[config.mk]
export PLATFORM = sky130hd
export DESIGN_NAME = read_wait_responder
export DESIGN_NICKNAME = d
export VERILOG_FILES = /design/src/rtl/read_wait_responder.sv
export SDC_FILE = /design/constraint.sdc
export NUM_CORES = 1
export LEC_CHECK = 0
export BUFFER_PORTS_ARGS = -buffer_cell sky130_fd_sc_hd__buf_2
export CAP_MARGIN = 20
export CORE_UTILIZATION = 27
export CTS_CLUSTER_DIAMETER = 100
export DETAILED_ROUTE_END_ITERATION = 8
export PLACE_DENSITY_LB_ADDON = 0.2
export SYNTH_ARGS = -nofsm -noshare
export SYNTH_HDL_FRONTEND = slang
export SYNTH_SLANG_ARGS = --single-unit
[constraint.sdc]
create_clock -name clk -period 2.6 [get_ports clk]
set_input_delay 0.52 -clock clk [delete_from_list [all_inputs] [get_ports clk]]
set_output_delay 0.52 -clock clk [all_outputs]
set_load 0.03 [all_outputs]
[src/rtl/read_wait_responder.sv]
// Target-side read responder: holds ws for a programmable wait count, then returns registered data.
// Latency: wait_cfg+1 cycles from rd rise to rvalid; every output is driven straight from a flop.
module read_wait_responder #(
  parameter int DATA_W = 8,
  parameter int ADDR_W = 4,
  parameter int WAIT_W = 4
) (
  input  logic              clk,
  input  logic              reset_n,
  input  logic              rd,
  input  logic [ADDR_W-1:0] addr,
  input  logic [WAIT_W-1:0] wait_cfg,
  input  logic              wr_en,
  input  logic [ADDR_W-1:0] wr_addr,
  input  logic [DATA_W-1:0] wr_data,
  output logic              ws,
  output logic [DATA_W-1:0] rdata,
  output logic              rvalid,
  output logic              abort,
  output logic [7:0]        txn_cnt
);

  localparam int DEPTH = 2 ** ADDR_W;

  typedef enum logic [1:0] {
    S_IDLE = 2'd0,
    S_WAIT = 2'd1,
    S_DATA = 2'd2
  } state_t;

  state_t            state;
  logic [WAIT_W-1:0] cnt;
  logic [ADDR_W-1:0] addr_q;
  logic [DATA_W-1:0] mem [DEPTH];

  // Storage lives in the same flop block so reset clears it and reads see the pre-write word.
  always_ff @(posedge clk or negedge reset_n) begin
    if (!reset_n) begin
      state   <= S_IDLE;
      ws      <= 1'b0;
      rdata   <= '0;
      rvalid  <= 1'b0;
      abort   <= 1'b0;
      txn_cnt <= '0;
      cnt     <= '0;
      addr_q  <= '0;
      for (int i = 0; i < DEPTH; i++) mem[i] <= '0;
    end else begin
      abort <= 1'b0;
      if (wr_en) mem[wr_addr] <= wr_data;

      case (state)
        S_IDLE: begin
          ws     <= 1'b0;
          rvalid <= 1'b0;
          if (rd) begin
            addr_q <= addr;
            if (wait_cfg == '0) begin
              rdata  <= mem[addr];
              rvalid <= 1'b1;
              state  <= S_DATA;
            end else begin
              cnt   <= wait_cfg;
              ws    <= 1'b1;
              state <= S_WAIT;
            end
          end
        end

        S_WAIT: begin
          if (!rd) begin
            ws     <= 1'b0;
            rvalid <= 1'b0;
            abort  <= 1'b1;
            state  <= S_IDLE;
          end else if (cnt > WAIT_W'(1)) begin
            cnt <= cnt - WAIT_W'(1);
          end else begin
            rdata  <= mem[addr_q];
            rvalid <= 1'b1;
            ws     <= 1'b0;
            state  <= S_DATA;
          end
        end

        S_DATA: begin
          ws <= 1'b0;
          if (!rd) begin
            rvalid  <= 1'b0;
            txn_cnt <= txn_cnt + 8'd1;
            state   <= S_IDLE;
          end else begin
            rvalid <= 1'b1;
          end
        end

        default: begin
          ws     <= 1'b0;
          rvalid <= 1'b0;
          state  <= S_IDLE;
        end
      endcase
    end
  end

endmodule

**After elaboration in Yosys (flattened, before gate mapping)**

Index checks and enable logic that the tools add are counted.

- Flip-flop bits (word level): 157
- Bits of input ports: 24
- Logic and storage cells: 92

- Add/subtract/negate cells: 2
- Order comparisons: 5
- Equal/unequal tests: 10
- Mux-type cells: 38
- Bitwise operators: 4
- Reductions and logical operators: 9

Operators by type and width:

| operator | number |
|---|---|
| bitwise mux 128 bit | 1 |
| 2-to-1 mux 8 bit | 9 |
| binary-select mux 8 bit (select 4 bit) | 2 |
| demux 8 bit (select 4 bit) | 1 |
| 2-to-1 mux 4 bit | 4 |
| case mux 8 bit (2 select lines) | 1 |
| greater-or-equal comparator 5 bit (second input constant) | 3 |
| inverter 4 -> 5 bit | 3 |
| != test 2 bit (second input constant) | 7 |
| 2-to-1 mux 1 bit | 11 |
| 2-to-1 mux 2 bit | 5 |
| AND reduction 5 bit | 2 |
| adder 8 x 1 -> 8 bit (second input constant) | 1 |
| case mux 4 bit (2 select lines) | 1 |
| case mux 2 bit (3 select lines) | 1 |
| < comparator 5 x 1 -> 1 bit (second input constant) | 1 |
| greater-than comparator 4 x 1 -> 1 bit (second input constant) | 1 |
| logical NOT 4 bit | 1 |
| AND reduction 2 bit | 2 |
| subtractor 4 x 1 -> 4 bit (second input constant) | 1 |
| != test 3 bit (second input constant) | 1 |
| case mux 1 bit (3 select lines) | 1 |
| AND reduction 3 bit | 1 |
| == test 2 x 1 -> 1 bit (second input constant) | 1 |
| other kinds (6) | 6 |

**Depth between registers and ports, before layout**

Gate-level depths: netlist (run 1).

- Depth after elaboration: 7
- Mapped depth: 8
- Depth with buffers taken out: 7

**Least setup slack after synthesis (run 1)**

OpenSTA, ideal clock, no wires.

- Kind: reg-to-reg
- Start: register state[1]
- End: register rdata[3]
- Arrival: 1.911 ns
- Slack: 0.607 ns
- Stages on the path, launching flop included: 9
- Path buffers: 2
- Period minus slack after synthesis: 1.993 ns
- Cells stage by stage: dfrtp_1 -> inv_1 -> ha_1 -> buf_4 -> or4b_4 -> a211oi_4 -> buf_6 -> nor2_2 -> a31oi_2

- Cells in the longest elaborated chain, start to end: 3
- Elaborated cells on any way between the ends: 9
- Classes of those cells: eq/ne (5); mux (1); reduce/logical (3)

RTL lines:

| element | RTL line | text |
|---|---|---|
| start: declaration | 31 | `state_t state;` |
| start signal: assignment | 39 | `state <= S_IDLE;` |
| start signal: assignment | 61 | `state <= S_DATA;` |
| start signal: assignment | 65 | `state <= S_WAIT;` |
| == test 2 x 1 -> 1 bit / logical NOT 2 bit (equally long branches) | 52 | `case (state)` |
| != test 2 bit (no source line) / nonzero test 2 bit (equally long branches) | n/a |  |
| AND reduction 5 bit (no source line) | n/a |  |
| end signal: assignment | 59 | `rdata <= mem[addr];` |
| end signal: assignment | 79 | `rdata <= mem[addr_q];` |
| end: declaration | 17 | `output logic [DATA_W-1:0] rdata,` |

Parallel ways exist; a longest one is shown, timed or not.
A chain may end at the register's enable or synchronous reset.

**Worst setup path in the final report (run 1)**

- Start: register cnt[0]
- End: register rdata[0]

- Cells in the longest elaborated chain, start to end: 3

RTL lines:

| element | RTL line | text |
|---|---|---|
| start: declaration | 32 | `logic [WAIT_W-1:0] cnt;` |
| start signal: assignment | 63 | `cnt <= wait_cfg;` |
| start signal: assignment | 77 | `cnt <= cnt - WAIT_W'(1);` |
| greater-than comparator 4 x 1 -> 1 bit | 76 | `end else if (cnt > WAIT_W'(1)) begin` |
| != test 2 bit (no source line) | n/a |  |
| AND reduction 5 bit (no source line) | n/a |  |

No other way between the ends.

==> results of run 1 <==
metrics by stage:
stage	instance area (um2)	cells	hold WS [ns]	util	worst slack, ns
after floorplan	8380	592	0.224	-	0.607
after global placement	9230	1032	0.458	0.302	0.386
after detailed placement	9230	1032	0.462	0.302	0.395
after CTS	9830	1061	0.141	0.321	0.381
after global routing	9830	1061	0.164	0.321	0.242
final	9830	1061	0.118	0.321	0.366
cell type report:
cell class                 instances  area (um2)  share of cell area
multi-input combinational        387        4170               0.425
sequential                       157        3930               0.400
timing repair buffer              83         599              0.0610
tap                              396         495              0.0504
clock buffer                      22         484              0.0493
clock inverter                     7         113              0.0115
inverter                           9        33.8             0.00344
worst paths after layout:
check	start	to	slack (ns)	cells after the start
hold reg to reg	txn_cnt[7]	txn_cnt[7]	0.47	1
max in group asynchronous	reset_n	mem[12]	1.74	2
setup reg to reg	cnt[0]	rdata[0]	0.37	8
setup / recovery	cnt[0]	rdata[0]	0.37	8
hold / removal	reset_n	mem[45]	0.12	1
min in group clk	rd	abort	0.35	2
registers in the layout, indices dropped and copies added, names as in the netlist:
signal / cells
ws: 1
abort: 1
addr_q: 4
rvalid: 1
cnt: 4
state: 2
rdata: 8
txn_cnt: 8
mem: 128
power groups by stage:
stage               combinational (W)  sequential, W  clock (W)
global route                  0.00385        0.00383    0.00274
floorplan                     0.00255        0.00370          0
global placement              0.00353        0.00372          0
CTS                           0.00359        0.00371    0.00264
finish                        0.00356        0.00371    0.00258
detailed placement            0.00358        0.00376          0
layer usage:
| metal | GRT usage | vias to the layer above | share of wire |
|---|---|---|---|
| met5 | 0 | - | 0 |
| met4 | 0.0520 | 0 | 0.015 |
| met3 | 0.0247 | 24 | 0.040 |
| met2 | 0.260 | 117 | 0.49 |
| met1 | 0.210 | 2827 | 0.45 |
| li1 | - | 2381 | - |
layout by cell type, fill, tap and decap left out, types with 3 or more instances in the layout:
cell type,Yosys,routed
inv_1,9,9
a22o_1,6,6
buf_4,2,35
a221oi_1,8,8
clkbuf_16,0,17
nand4_1,3,3
xnor2_1,6,6
buf_2,6,41
a21o_1,3,3
a31oi_1,5,5
o21ai_0,4,4
nand3_1,7,7
a22oi_1,9,9
nor2_1,25,25
nand2_1,18,18
nor2b_1,10,10
a221oi_2,3,3
o21ai_1,4,4
nand3b_1,8,8
ha_1,7,7
nor3_1,3,3
dfrtp_1,157,156
mux2_1,16,16
bufinv_16,0,3
clkbuf_8,0,4
clkinv_2,0,3
mux2_2,119,119
mux4_2,57,57
mux2i_1,24,24
nand2b_1,8,8
buf_12,2,6
a21oi_1,11,11
logic make-up after synthesis:
kind of cell | Yosys count | share of synthesized area
XOR/XNOR | 7 | 0.00732
flip-flops | 157 | 0.469
multiplexers | 216 | 0.363
buffers and inverters | 48 | 0.0326
adder cells (fa/ha/maj) | 7 | 0.0105
AND/OR/NAND/NOR | 94 | 0.0596
AO/OA/AOI/OAI | 63 | 0.0575
worst reg2reg max path, cell delays in order (launching register included):
cell	delay [ns]
dfrtp_1	0.42
inv_1	0.09
ha_1	0.20
nor2_1	0.08
or4b_4	0.52
a211oi_4	0.22
buf_4	0.30
nand3_1	0.14
o211ai_1	0.19
==> impl_metrics.toml, run 1 <==
[floorplanning]
dieArea_mm2 = 0.0317
die_x_um = 178
rows = 64
initial_core_util = 0.274
core_area_mm2 = 0.0306
die_y_um = 178
ios = 43

[sta]
skew_ns = 0.00766
maxSlewViolCount = 0
setup_viol = 0
rsz0062_at_grt = "false"
slew_headroom = 0.448
hold_viol = 0
min_period_over_period = 0.859
post-route-min-period_ns = 2.23
fmax_ghz = 0.448
worstMarginPinSlew_ns = 0.828
tns_ns = 0

[synthesis]
syn-cell-area_mm2 = 0.00838
ys_warn_count = 0
synth_nets = 623
async_flop_share = 1.00
synthCells = 592
yosys-top-cells-count = "dfrtp_1 (157), mux2_2 (119), mux4_2 (57)"
yosysMostFrequentCell = "dfrtp_1"
synth_top_area_share = 0.469
synth_edf_count = 0
synthTopCellsByArea = "dfrtp_1 (47%), mux2_2 (16%), mux4_2 (15%)"
ys.flop_type = "dfrtp_1"
seq_area_frac_synth = 0.469
synth.avg_cell_area_um2 = 14.1
synth_top_cell_by_area = "dfrtp_1"
yosys_register_bits = 157
synth_cell_types = 49

[clock_tree]
cts_sinks = 157
h-tree-depth = 4
worstSkewPairLatency_ns = 0.43
ctsResizeCount = 0
tritoncts = "yes"
clkTransAtPathRegs_ns = 0.07
postCtsSetupBuffers = 0
root_buffer = "clkbuf_16"
clk_path_buf_depth = 2
cts_inserted_buffers = 17
cts_hold_buf = 0

[cells_and_area]
drive_gt1_frac = 0.447
synthToLayoutAreaGrowth_pct = 17.4
finish.net_count = 686
fillers = 3037
n_antenna_cell = 0

[critical_path]
crit_path_max_incr_delay_ns = 0.52
critPathBufInv = 2
path_class = "reg2reg"
crit_chain = "inv_1, ha_1, nor2_1, or4b_4, a211oi_4, buf_4, nand3_1, o211ai_1"
worst_ep_arrival_time_ns = 2.57
cp.required_ns = 2.94
end_kind = "register"
critPathLaunchType = "register"
crit_family = "simple AND/OR/NAND/NOR gates"
critPathMaxFanout = 18
worst_path_max_delay_cell = "or4b_4"

[outcome]
outcome = "finished clean"

[global_routing]
grt_max_degree = 71
grt_pass1_vias = 5784
antenna_found_initial = 0
grt_pass1_wl_um = 36300
grt_overflow = 0
grt_usage = 0.158

[power]
switching_power_w = 0.00329
combPwrFrac = 0.361
p_leak_nw = 4.14
finalPower_w = 0.00984
clkPwrFrac = 0.262
power_density_mw_per_mm2 = 1000
p_sw_frac = 0.334
p_int_w = 0.00655
ir_drop_v = 0.000460
power_frac_seq = 0.377

[route]
vias_per_cell = 5.04
drc = 0
drtIter0Drc = 307
wirelength_um = 23300
wl_per_cell_um = 22.0
antenna_left = 0
vias = 5349
first_pass_iters = 4

[run]
drv_cap = 0

[placement]
gp_congestion = 0.861
portBuffers = 42
dp_hpwl_um = 15900

[hold_path]
hold_path_class = "in2async"
Power figures use the tool's default switching activity.
==> inputs of run 2 (changes only) <==
PLACE_DENSITY_LB_ADDON = unset   (was 0.2)
==> run 2 against run 1 <==
  * Cell count fell by 0.85%
  * Sequential power barely moved
  * Routed wire length fell by 9.9%
  * Critical path type unchanged
==> impl_metrics.toml, run 2 (synthesis gave the netlist of run 1 again) <==
[sta]
min_period_over_period = 0.829
skew_ns = 0.00912
slew_headroom = 0.528
hold_viol = 0
rsz0062_at_grt = "false"
post-route-min-period_ns = 2.15
fmax_ghz = 0.464
tns_ns = 0
worstMarginPinSlew_ns = 0.703
maxSlewViolCount = 0
setup_viol = 0

[power]
combPwrFrac = 0.357
power_frac_seq = 0.386
clkPwrFrac = 0.257
p_int_w = 0.00637
ir_drop_v = 0.000517
p_sw_frac = 0.339
switching_power_w = 0.00327
p_leak_nw = 4.07
power_density_mw_per_mm2 = 990

[critical_path]
worstSetupStartpoint = "state[1]"
cp.required_ns = 2.94
critPathBufInv = 2
r2r_start = "state[1]"
path_class = "reg2reg"
critPathMaxFanout = 18
worst_ep_arrival_time_ns = 2.49
crit_path_max_incr_delay_ns = 0.52
crit_chain = "inv_1, ha_1, or4b_4, a211oi_4, buf_4, nand3_1, o211ai_1"
crit_family = "simple AND/OR/NAND/NOR gates"
worst_path_max_delay_cell = "or4b_4"
critPathLaunchType = "register"
end_kind = "register"

[route]
wirelength_um = 21000
antenna_left = 0
drtIter0Drc = 291
drc = 0
first_pass_iters = 5
vias = 5333
wl_per_cell_um = 20.0
vias_per_cell = 5.07

[global_routing]
grt_overflow = 0
grt_max_degree = 57
grt_pass1_vias = 5529
antenna_found_initial = 0
grt_usage = 0.142
grt_pass1_wl_um = 33400

[clock_tree]
ctsResizeCount = 0
postCtsSetupBuffers = 0
worstSkewPairLatency_ns = 0.42
cts_hold_buf = 0
cts_inserted_buffers = 17
clk_path_buf_depth = 2
tritoncts = "yes"
cts_sinks = 157
h-tree-depth = 4
clkTransAtPathRegs_ns = 0.06
root_buffer = "clkbuf_16"

[cells_and_area]
n_antenna_cell = 0
most-common-layout-cells = "dfrtp_1 (156), mux2_2 (119), mux4_2 (57)"
synthToLayoutAreaGrowth_pct = 16.2
reg_top3 = "mem x128, rdata x8, txn_cnt x8"
layout_commonest_cell = "dfrtp_1"
finish.net_count = 674
largest_reg_flops = 128
largest_register = "mem"
drive_gt1_frac = 0.439
post-route-util = 0.318
fillers = 3036

[hold_path]
hold_path_class = "in2async"

[run]
drv_cap = 0

[floorplanning]
dieArea_mm2 = 0.0317
core_area_mm2 = 0.0306
ios = 43
initial_core_util = 0.274
rows = 64
die_y_um = 178
die_x_um = 178

[placement]
dp_hpwl_um = 13800
gp_congestion = 0.795
portBuffers = 42

[outcome]
outcome = "finished clean"
[run 2: cell count changes in the layout (fill, tap and decap cells not counted)]
cell | before | now
clkbuf_8 | 4 | 5
clkinv_4 | 0 | 1
buf_4 | 35 | 22
clkinv_2 | 3 | 4
inv_6 | 0 | 1
bufinv_16 | 3 | 1
clkinvlp_4 | 1 | 2
buf_12 | 6 | 7
[run 2: layout make-up]
class,count,area [um2],area share
clock inverter,9,82.6,0.00848
inverter,9,33.8,0.00347
tap,396,495,0.0509
timing repair buffer,71,522,0.0536
clock buffer,23,498,0.0512
multi-input combinational,387,4170,0.429
sequential,157,3930,0.404
[run 2: worst paths after layout]
kind / endpoint / slack [ns] / cells past startpoint
worst max register to register: rdata[0] / 0.45 / 7
min in group clk: abort / 0.35 / 2
max in group asynchronous: mem[44] / 1.83 / 2
worst min-delay path: mem[46] / 0.07 / 1
worst min register to register: txn_cnt[7] / 0.46 / 1
worst max-delay path: rdata[0] / 0.45 / 7
[run 2: layer usage]
layer | share of wire | vias up | GRT usage
li1 | - | 2363 | -
met1 | 0.46 | 2800 | 0.190
met2 | 0.48 | 136 | 0.230
met3 | 0.043 | 34 | 0.0254
met4 | 0.021 | 0 | 0.0531
met5 | 0 | - | 0
[run 2: power by group through the flow]
stage	clock, W	sequential, W	combinational [W]
5_1_grt	0.00263	0.00383	0.00374
3_5_place_dp	0	0.00376	0.00345
4_1_cts	0.00252	0.00373	0.00347
6_report	0.00247	0.00372	0.00345
2_1_floorplan	0	0.00370	0.00255
3_3_place_gp	0	0.00374	0.00343
[run 2: metrics by stage]
step	std cells	total power [W]	hold slack [ns]	setup slack, ns	instance area [um2]
floorplan	592	0.00625	0.224	0.607	8380
global placement	1020	0.00717	0.456	0.396	9160
detailed placement	1020	0.00722	0.459	0.405	9160
CTS	1052	0.00972	0.0692	0.433	9740
global route	1052	0.0102	0.0878	0.302	9740
finish	1052	0.00964	0.0662	0.445	9740
